`config.mk`:
```
export PLATFORM = sky130hd
export DESIGN_NAME = nios2_oci_dct_monitor
export DESIGN_NICKNAME = d
export VERILOG_FILES = /design/src/rtl/nios2_oci_dct_pkg.sv /design/src/rtl/nios2_oci_dct_fifo.sv /design/src/rtl/nios2_oci_dct_monitor.sv
export SDC_FILE = /design/constraint.sdc
export NUM_CORES = 1
export LEC_CHECK = 0
export CAP_MARGIN = 20
export CORE_UTILIZATION = 60
export CTS_CLUSTER_SIZE = 8
export DETAILED_ROUTE_END_ITERATION = 6
export PLACE_DENSITY = 0.9
export SYNTH_ARGS = -nofsm -noshare
export SYNTH_HDL_FRONTEND = slang
export SYNTH_SLANG_ARGS = --single-unit
```
`constraint.sdc`:
```
create_clock -name clk -period 6.65 [get_ports clk]
set_clock_uncertainty 0.1 [all_clocks]
set_input_delay 0.9975 -clock clk [delete_from_list [all_inputs] [get_ports clk]]
set_output_delay 0.9975 -clock clk [all_outputs]
set_load 0.005 [all_outputs]
```
`src/rtl/nios2_oci_dct_pkg.sv`:
```
// Shared definitions for the OCI DCT trace monitor.
// Holds default parameter values, the FSM state encoding and the
// default-width capture entry layout {count, buffer}.
package nios2_oci_dct_pkg;

    localparam int DEF_DCT_W  = 30;
    localparam int DEF_SLOT_W = 2;
    localparam int DEF_CNT_W  = 4;
    localparam int DEF_DEPTH  = 16;

    typedef enum logic [1:0] {
        ST_IDLE  = 2'd0,
        ST_RUN   = 2'd1,
        ST_DRAIN = 2'd2,
        ST_DONE  = 2'd3
    } dct_state_e;

    typedef struct packed {
        logic [DEF_CNT_W-1:0] count;
        logic [DEF_DCT_W-1:0] buffer;
    } dct_entry_t;

endpackage

```
`src/rtl/nios2_oci_dct_fifo.sv`:
```
// Capture FIFO for the DCT monitor: storage plus read/write pointers.
// Pointers carry one extra wrap bit so full and empty are distinguished
// by comparing the MSBs.
// Ports:
//   clk, reset     clock, async active-high reset (pointers only)
//   push, pop      write / read requests
//   wdata          entry to write
//   rdata          head entry (don't-care while empty)
//   full, empty    occupancy flags
module nios2_oci_dct_fifo
    import nios2_oci_dct_pkg::*;
#(
    parameter int WIDTH = DEF_CNT_W + DEF_DCT_W,
    parameter int DEPTH = DEF_DEPTH
) (
    input  logic             clk,
    input  logic             reset,
    input  logic             push,
    input  logic             pop,
    input  logic [WIDTH-1:0] wdata,
    output logic [WIDTH-1:0] rdata,
    output logic             full,
    output logic             empty
);

    localparam int AW = $clog2(DEPTH);

    logic [WIDTH-1:0] mem [DEPTH];
    logic [AW:0]      wr_ptr;
    logic [AW:0]      rd_ptr;
    logic             do_push;
    logic             do_pop;

    assign empty = (wr_ptr == rd_ptr);
    assign full  = (wr_ptr[AW] != rd_ptr[AW]) && (wr_ptr[AW-1:0] == rd_ptr[AW-1:0]);

    // When full, a simultaneous pop frees the very slot the push writes into.
    assign do_pop  = pop && !empty;
    assign do_push = push && (!full || do_pop);

    assign rdata = mem[rd_ptr[AW-1:0]];

    always_ff @(posedge clk or posedge reset) begin
        if (reset) begin
            wr_ptr <= '0;
            rd_ptr <= '0;
        end else begin
            if (do_push) wr_ptr <= wr_ptr + 1'b1;
            if (do_pop)  rd_ptr <= rd_ptr + 1'b1;
        end
    end

    always_ff @(posedge clk) begin
        if (do_push) mem[wr_ptr[AW-1:0]] <= wdata;
    end

endmodule

```
`src/rtl/nios2_oci_dct_monitor.sv`:
```
// OCI DCT trace monitor: captures qualified trace words into a FIFO,
// zeroing unused slots, and sequences IDLE/RUN/DRAIN/DONE around the
// end-of-test handshake. Optional statistics counters are built when
// OCI_DCT_MON_STATS_EN is defined.
// Ports:
//   clk, reset                 clock, async active-high reset
//   dct_buffer/count/valid     trace word, valid slot count, strobe
//   test_ending, test_has_ended  drain request / forced stop
//   rd_en, rd_data, rd_valid   reader pop interface ({count, buffer})
//   overflow, count_err        sticky error flags
//   done, state                status / debug state
//   slot_total, drop_total     (OCI_DCT_MON_STATS_EN only) saturating stats
//
// state | meaning
// IDLE  | waiting for first non-empty trace word
// RUN   | capturing trace words
// DRAIN | capture stopped, waiting for reader to empty FIFO
// DONE  | terminal until reset; pops still serviced
module nios2_oci_dct_monitor
    import nios2_oci_dct_pkg::*;
#(
    parameter int DCT_W  = DEF_DCT_W,
    parameter int SLOT_W = DEF_SLOT_W,
    parameter int CNT_W  = DEF_CNT_W,
    parameter int DEPTH  = DEF_DEPTH
) (
    input  logic                   clk,
    input  logic                   reset,
    input  logic [DCT_W-1:0]       dct_buffer,
    input  logic [CNT_W-1:0]       dct_count,
    input  logic                   dct_valid,
    input  logic                   test_ending,
    input  logic                   test_has_ended,
    input  logic                   rd_en,
    output logic [DCT_W+CNT_W-1:0] rd_data,
    output logic                   rd_valid,
    output logic                   overflow,
    output logic                   count_err,
`ifdef OCI_DCT_MON_STATS_EN
    output logic [31:0]            slot_total,
    output logic [15:0]            drop_total,
`endif
    output logic                   done,
    output logic [1:0]             state
);

    localparam int SLOTS = DCT_W / SLOT_W;

    localparam logic [1:0] IDLE  = ST_IDLE;
    localparam logic [1:0] RUN   = ST_RUN;
    localparam logic [1:0] DRAIN = ST_DRAIN;
    localparam logic [1:0] DONE  = ST_DONE;

    logic [1:0]       state_nxt;
    logic             capture_on;
    logic             cnt_good;
    logic             cnt_bad;
    logic             push_req;
    logic             fifo_full;
    logic             fifo_empty;
    logic             drop_ovf;
    logic [DCT_W-1:0] masked_buf;

    // IDLE with test_ending goes straight to DONE, so no capture that cycle.
    assign capture_on = !test_has_ended &&
                        (((state == IDLE) && !test_ending) || (state == RUN));
    assign cnt_good   = (dct_count != '0) && (dct_count <= CNT_W'(SLOTS));
    assign cnt_bad    = (dct_count >  CNT_W'(SLOTS));
    assign push_req   = capture_on && dct_valid && cnt_good;
    assign drop_ovf   = push_req && fifo_full && !rd_en;

    always_comb begin
        masked_buf = '0;
        for (int i = 0; i < SLOTS; i++) begin
            if (CNT_W'(i) < dct_count)
                masked_buf[i*SLOT_W +: SLOT_W] = dct_buffer[i*SLOT_W +: SLOT_W];
        end
    end

    nios2_oci_dct_fifo #(
        .WIDTH (DCT_W + CNT_W),
        .DEPTH (DEPTH)
    ) u_fifo (
        .clk   (clk),
        .reset (reset),
        .push  (push_req),
        .pop   (rd_en),
        .wdata ({dct_count, masked_buf}),
        .rdata (rd_data),
        .full  (fifo_full),
        .empty (fifo_empty)
    );

    assign rd_valid = !fifo_empty;
    assign done     = (state == DONE);

    always_comb begin
        state_nxt = state;
        if (test_has_ended) begin
            state_nxt = DONE;
        end else begin
            case (state)
                IDLE:    if (test_ending)   state_nxt = DONE;
                         else if (push_req) state_nxt = RUN;
                RUN:     if (test_ending)   state_nxt = DRAIN;
                DRAIN:   if (fifo_empty)    state_nxt = DONE;
                default: state_nxt = DONE;
            endcase
        end
    end

    always_ff @(posedge clk or posedge reset) begin
        if (reset) begin
            state     <= IDLE;
            overflow  <= 1'b0;
            count_err <= 1'b0;
        end else begin
            state <= state_nxt;
            if (drop_ovf)                           overflow  <= 1'b1;
            if (capture_on && dct_valid && cnt_bad) count_err <= 1'b1;
        end
    end

`ifdef OCI_DCT_MON_STATS_EN
    logic [32:0] slot_sum;
    logic        drop_evt;

    assign slot_sum = {1'b0, slot_total} + 33'(dct_count);
    assign drop_evt = drop_ovf || (capture_on && dct_valid && cnt_bad);

    always_ff @(posedge clk or posedge reset) begin
        if (reset) begin
            slot_total <= '0;
            drop_total <= '0;
        end else begin
            if (push_req && !drop_ovf)
                slot_total <= slot_sum[32] ? '1 : slot_sum[31:0];
            if (drop_evt && (drop_total != '1))
                drop_total <= drop_total + 1'b1;
        end
    end
`endif

endmodule

```
==> flow_summary.json, run 1 <==
{
  "outcome": "finished clean",
  "fin_area_sq_mm": 0.0251,
  "slew_headroom": 0.267,
  "io_buffers": 78,
  "synth.most_common_cell": "edfxtp_1",
  "grt_max_degree": 127,
  "crit_buf_inv": 2,
  "critPathArrivalTime_ps": 3580,
  "p_per_area_mw_per_mm2": 405,
  "critical_path_class": "flop to output pin",
  "root_buffer": "clkbuf_16",
  "fin_ws_ps": 1970,
  "htree_levels": 3,
  "place_area_sq_mm": 0.0229,
  "peakVddDrop_mv": 0.692,
  "synthAdderAreaFrac": 0.00291,
  "worst_ep_required_time_ps": 5550,
  "fin_crit_sh": 0.704,
  "ys_ff_latch": 557,
  "grtUsageTotal": 0.311,
  "yosysSeqAreaShare": 0.775,
  "clk_latency_ps": 570,
  "post_cts_buffers": 0,
  "synth_compound_area_frac": 0.0325,
  "synth.area.top_cells": "edfxtp_1, mux4_2, a22oi_1, dfrtp_1, nand2_1",
  "cts-buffers-inserted": 79,
  "synthTopCellsByCount": "edfxtp_1, mux4_2, a22oi_1, nand2_1, clkbuf_1",
  "grtUsageMet2": 0.515,
  "holdWs_ps": 415,
  "hold_buffers": 0,
  "start_kind": "flop",
  "synth_ff_type": "edfxtp_1",
  "via_per_inst": 7.16,
  "yosysTopAreaCellShare": 0.760,
  "crit_chain": "buf_12 > mux4_2 > a22oi_1 > nand2_1 > clkdlybuf4s50_1",
  "sw_frac_of_total": 0.274,
  "dp_slack_ps": 2380,
  "yosysWarnings": 0,
  "drt_wl_total_mm": 54.7,
  "synth_edf_count": 544,
  "grt_first_pass_wirelength_mm": 78.6,
  "nets": 1152,
  "cts_tree": "done",
  "finalSetupTns_ps": 0,
  "globalplace.congestion": 0.780,
  "setup_violations": 0,
  "die_area_sq_mm": 0.0366,
  "overflow": 0,
  "row_count": 68,
  "netlist_instances": 971,
  "clkPwrFrac": 0.349,
  "min_path_type": "flop to flop",
  "synthMuxAreaShare": 0.143,
  "area_delta_synth_final_pct": 16.7,
  "total_power_mw": 10.2,
  "drt_iter0_drc": 1508,
  "syn_area_sq_mm": 0.0215,
  "core_sq_mm": 0.0349,
  "seqPwrFrac": 0.395,
  "power.leakage_nw": 8.22,
  "worst_pin_slew_ps": 1100,
  "async_reset_ff_frac": 0.0233,
  "hold_viol_final": 0,
  "critPathMaxStageDelay_ps": 1030,
  "syn_nets": 1016,
  "chipHeight_microns": 191,
  "antenna_found_initial": 0,
  "start_util": 0.616,
  "cts.reportedPaths.clkPinSlew_ps": 50,
  "critPathTopFamily": "flip-flops",
  "drive_gt1_frac": 0.255,
  "die_x_microns": 191,
  "final_max_slew_viol_count": 0,
  "rsz0062_at_grt": "no",
  "grt.busiest_layer": "met2",
  "cts.sinks": 557,
  "synthXorXnorAreaFrac": 0.00564,
  "firstDrtPassIters": 7,
  "power_frac_comb": 0.256,
  "io_pins": 80,
  "antenna_left": 0,
  "diodes": 0,
  "maxCapViolCount": 0,
  "cp_slowest_cell": "dfrtp_4",
  "clk_path_buf_depth": 3,
  "synth_top_family_by_area": "multiplexers",
  "synthSimpleGateAreaFrac": 0.0262,
  "grt_use_met1": 0.401,
  "p_int_mw": 7.38,
  "wl_per_cell_microns": 34.6,
  "fmax_mhz": 214,
  "drc": 0,
  "use_met3": 0.0643,
  "end_kind": "output pin",
  "worstPathMaxFanout": 46,
  "synth_cell_types": 46,
  "yosys.area.top_type": "edfxtp_1",
  "first_global_vias": 11900,
  "vias": 11300,
  "netSwitchingPower_mw": 2.79,
  "synth_area_per_cell_sq_um": 22.1,
  "post_cts_resized": 0,
  "period_needed_ps": 4680,
  "hpwl_mm": 26.1
}
-- kinds of logic (layout without fill, tap and decap cells) --
| kind of cell | count (synthesis) | count (layout) |
|---|---|---|
| AOI/OAI and AO/OA | 90 | 90 |
| xor gates and xnor gates | 13 | 13 |
| adders and majority gates | 5 | 5 |
| buffers and inverters | 62 | 217 |
| DFF | 557 | 557 |
| muxes | 138 | 138 |
| other | 1 | 1 |
| and+or+nand+nor | 105 | 105 |
-- metal layers --
layer	part of all wire	vias up	wire length, microns
met2	0.51	948	27900
li1	-	4341	-
met3	0.10	171	5650
met4	0.039	0	2160
met5	0	-	0
met1	0.35	5864	19000
-- final cells by class --
class                   instances  area (sq um)
flip-flops and latches        557         16700
fillers                      1841          9780
multi-input cells             352          4590
clock buffers                  96          2070
repair buffers                112          1140
well taps                     455           569
clock inverters                 4          42.5
inverters                       5          18.8
-- path summary, 6_finish.rpt --
kind	slack, ps	depth (start not counted)	from	end
max in group asynchronous	5420	2	reset	u_fifo.rd_ptr[1]
min in group asynchronous	640	2	reset	u_fifo.wr_ptr[4]
max reg2reg	2850	6	u_fifo.rd_ptr[0]	u_fifo.mem[6][2]
max	1970	5	u_fifo.rd_ptr[0]	rd_data[29]
min reg2reg	420	1	overflow	overflow
min	420	1	overflow	overflow
-- metrics by stage --
step | util | std cells
detailed placement | 0.655 | 1474
global route | 0.720 | 1581
global placement | 0.655 | 1474
floorplan | - | 971
finish | 0.720 | 1581
CTS | 0.716 | 1574
-- flip-flops by register name, indices dropped and copies added, names as in the netlist --
name / cells
overflow: 1
u_fifo.mem: 544
u_fifo.wr_ptr: 5
u_fifo.rd_ptr: 5
state: 2
-- worst register-to-register path, cell delays in order, from the launching register on --
cell      delay, ps
dfrtp_4        1030
xor2_1          260
nor4_2           80
clkbuf_4        200
a21oi_2         500
and3_2          920
buf_4           380
-- power groups by stage --
stage	sequential [mW]	combinational [mW]	clock (mW)
floorplan	3.95	1.67	0
CTS	4.01	2.58	3.57
global route	4.02	2.74	3.69
detailed placement	4.08	2.51	0
global placement	4.07	2.46	0
finish	4.01	2.60	3.55
-- layout by cell type, fill, tap and decap left out, types with 2 or more instances in the layout --
cell             instances
a21boi_0                 2
a21oi_1                  6
a22oi_1                 68
a31oi_1                  2
and2_1                   9
and2_2                   4
and3_1                   7
and3_2                  12
buf_12                   7
buf_4                   25
clkbuf_1                15
clkbuf_16               80
clkdlybuf4s50_1         78
dfrtp_1                 11
dfrtp_4                  2
edfxtp_1               544
ha_1                     5
inv_1                    5
inv_6                    3
mux4_2                 136
nand2_1                 40
nand3_1                  2
nand4_1                  2
nor2_1                   4
nor2b_1                 12
nor2b_4                  2
nor3b_1                  2
o211a_1                  2
o311a_1                  2
xor2_1                  11
Power figures use the tool's default switching activity.
==> inputs of run 2 (changes only) <==
==> constraint.sdc (replaced) <==
create_clock -name clk -period 4.5 [get_ports clk]
set_clock_uncertainty 0.1 [all_clocks]
set_input_delay 0.675 -clock clk [delete_from_list [all_inputs] [get_ports clk]]
set_output_delay 0.675 -clock clk [all_outputs]
set_load 0.005 [all_outputs]
==> run 2 against run 1 <==
First-iteration DRC count shrank 3.0%. Global-route usage shrank 0.27 points. Worst hold slack lost 86 ps. Sequential share of layout area shrank 0.35 points. Sequential cell count is the same. Register-to-register slack lost 1600 ps. Via count grew 0.14%. Combinational power grew 48%. Sequential power grew 48%. Wire length shrank 1.8%. Largest cell class unchanged.
==> flow_summary.json, run 2 (synthesis results as in run 1) <==
{
  "worst_ep_required_time_ps": 3720,
  "io_buffers": 78,
  "clkPwrFrac": 0.352,
  "cts.reportedPaths.clkPinSlew_ps": 50,
  "start_kind": "flop",
  "antenna_found_initial": 0,
  "start_util": 0.616,
  "vias": 11300,
  "critPathArrivalTime_ps": 3330,
  "final_common_cell": "edfxtp_1",
  "post_cts_buffers": 0,
  "finalSetupTns_ps": 0,
  "grt_max_degree": 73,
  "core_sq_mm": 0.0349,
  "final_cell_mix": "edfxtp_1, mux4_2, clkbuf_16, clkdlybuf4s50_1, a22oi_1",
  "r2r_start": "u_fifo.rd_ptr[0]",
  "largest_reg_flops": 544,
  "power.leakage_nw": 8.29,
  "crit_chain": "buf_12 > mux4_2 > a22oi_1 > nand2_1 > clkdlybuf4s50_1",
  "firstDrtPassIters": 6,
  "end_kind": "output pin",
  "worst_pin_slew_ps": 1100,
  "peakVddDrop_mv": 0.389,
  "drt_iter0_drc": 1463,
  "clk_latency_ps": 580,
  "netSwitchingPower_mw": 4.16,
  "area_delta_synth_final_pct": 17.4,
  "cts.sinks": 557,
  "sw_frac_of_total": 0.276,
  "cp-startpoint": "u_fifo.rd_ptr[0]",
  "die_x_microns": 191,
  "via_per_inst": 7.16,
  "drc": 0,
  "hold_viol_final": 0,
  "chipHeight_microns": 191,
  "multi_input_area_sq_mm": 0.00459,
  "fmax_mhz": 243,
  "period_needed_ps": 4110,
  "min_path_type": "input port to asynchronous set/reset pin",
  "hpwl_mm": 27.4,
  "first_global_vias": 12100,
  "setup_violations": 0,
  "htree_levels": 3,
  "critical_path_class": "flop to output pin",
  "fin_area_sq_mm": 0.0252,
  "p_per_area_mw_per_mm2": 598,
  "place_area_sq_mm": 0.0231,
  "globalplace.congestion": 0.770,
  "cp_slowest_cell": "dfrtp_4",
  "power_frac_comb": 0.255,
  "grtUsageTotal": 0.308,
  "post_cts_resized": 0,
  "nets": 1160,
  "nFillCells": 1855,
  "row_count": 68,
  "clk_path_buf_depth": 3,
  "overflow": 0,
  "diodes": 0,
  "rsz0062_at_grt": "no",
  "grt_first_pass_wirelength_mm": 78.4,
  "rrSetupSlack_ps": 1210,
  "r2r_cells": 6,
  "io_pins": 80,
  "hold_buffers": 0,
  "cts-buffers-inserted": 79,
  "wl_per_cell_microns": 34.0,
  "p_int_mw": 10.9,
  "antenna_left": 0,
  "fin_crit_sh": 0.913,
  "crit_end": "rd_data[23]",
  "maxCapViolCount": 0,
  "root_buffer": "clkbuf_16",
  "final_max_slew_viol_count": 0,
  "critPathMaxStageDelay_ps": 850,
  "slew_headroom": 0.266,
  "reg2reg_to": "u_fifo.mem[7][25]",
  "worstPathMaxFanout": 38,
  "cts_tree": "done",
  "outcome": "finished clean",
  "seqPwrFrac": 0.393,
  "die_area_sq_mm": 0.0366,
  "drive_gt1_frac": 0.263,
  "seq_area_sq_mm": 0.0167,
  "drt_wl_total_mm": 53.8
}
run 2: power groups by stage:
stage	clock (mW)	combinational, mW	sequential [mW]
after floorplan	0	2.47	5.84
after global placement	0	3.66	6.01
after detailed placement	0	3.78	6.01
after CTS	5.33	3.87	5.92
after global routing	5.54	4.06	5.93
final	5.30	3.85	5.92
run 2: cell type report:
cell class	count	share of cell area
clock buffers	88	0.0814
clock inverters	6	0.00357
flip-flops and latches	557	0.661
repair buffers	120	0.0494
well taps	455	0.0226
inverters	5	0.000744
multi-input cells	352	0.182
run 2: worst min-delay path by stage:
stage,from,end,depth (start not counted)
2_1_floorplan,overflow,overflow,1
3_3_place_gp,overflow,overflow,1
3_5_place_dp,overflow,overflow,1
4_1_cts,reset,u_fifo.rd_ptr[0],2
5_1_grt,reset,u_fifo.rd_ptr[0],2
6_report,reset,u_fifo.wr_ptr[2],2
run 2: routing by layer:
metal	global-route usage	share of wire	wire length (microns)
met5	0	0	0
met4	0.148	0.046	2500
met3	0.0575	0.10	5400
met2	0.504	0.50	27100
met1	0.404	0.35	18700
run 2: worst max-delay path: cells and delay by family (launching register included):
| kind | cells | cell delay [ps] |
|---|---|---|
| multiplexers | 1 | 570 |
| AND/OR/NAND/NOR | 1 | 110 |
| flip-flops | 1 | 850 |
| AO/OA/AOI/OAI | 1 | 330 |
| buffers and inverters | 2 | 810 |
run 2: through the flow:
stage / hold slack [ps] / setup slack (ps) / power [mW] / instances / utilization
2_1_floorplan: 368 / 1250 / 8.31 / 971 / -
3_3_place_gp: 404 / 1060 / 9.67 / 1489 / 0.662
3_5_place_dp: 380 / 1010 / 9.80 / 1489 / 0.662
4_1_cts: 334 / 350 / 15.1 / 1583 / 0.723
5_1_grt: 390 / 187 / 15.5 / 1583 / 0.723
6_report: 330 / 391 / 15.1 / 1583 / 0.723
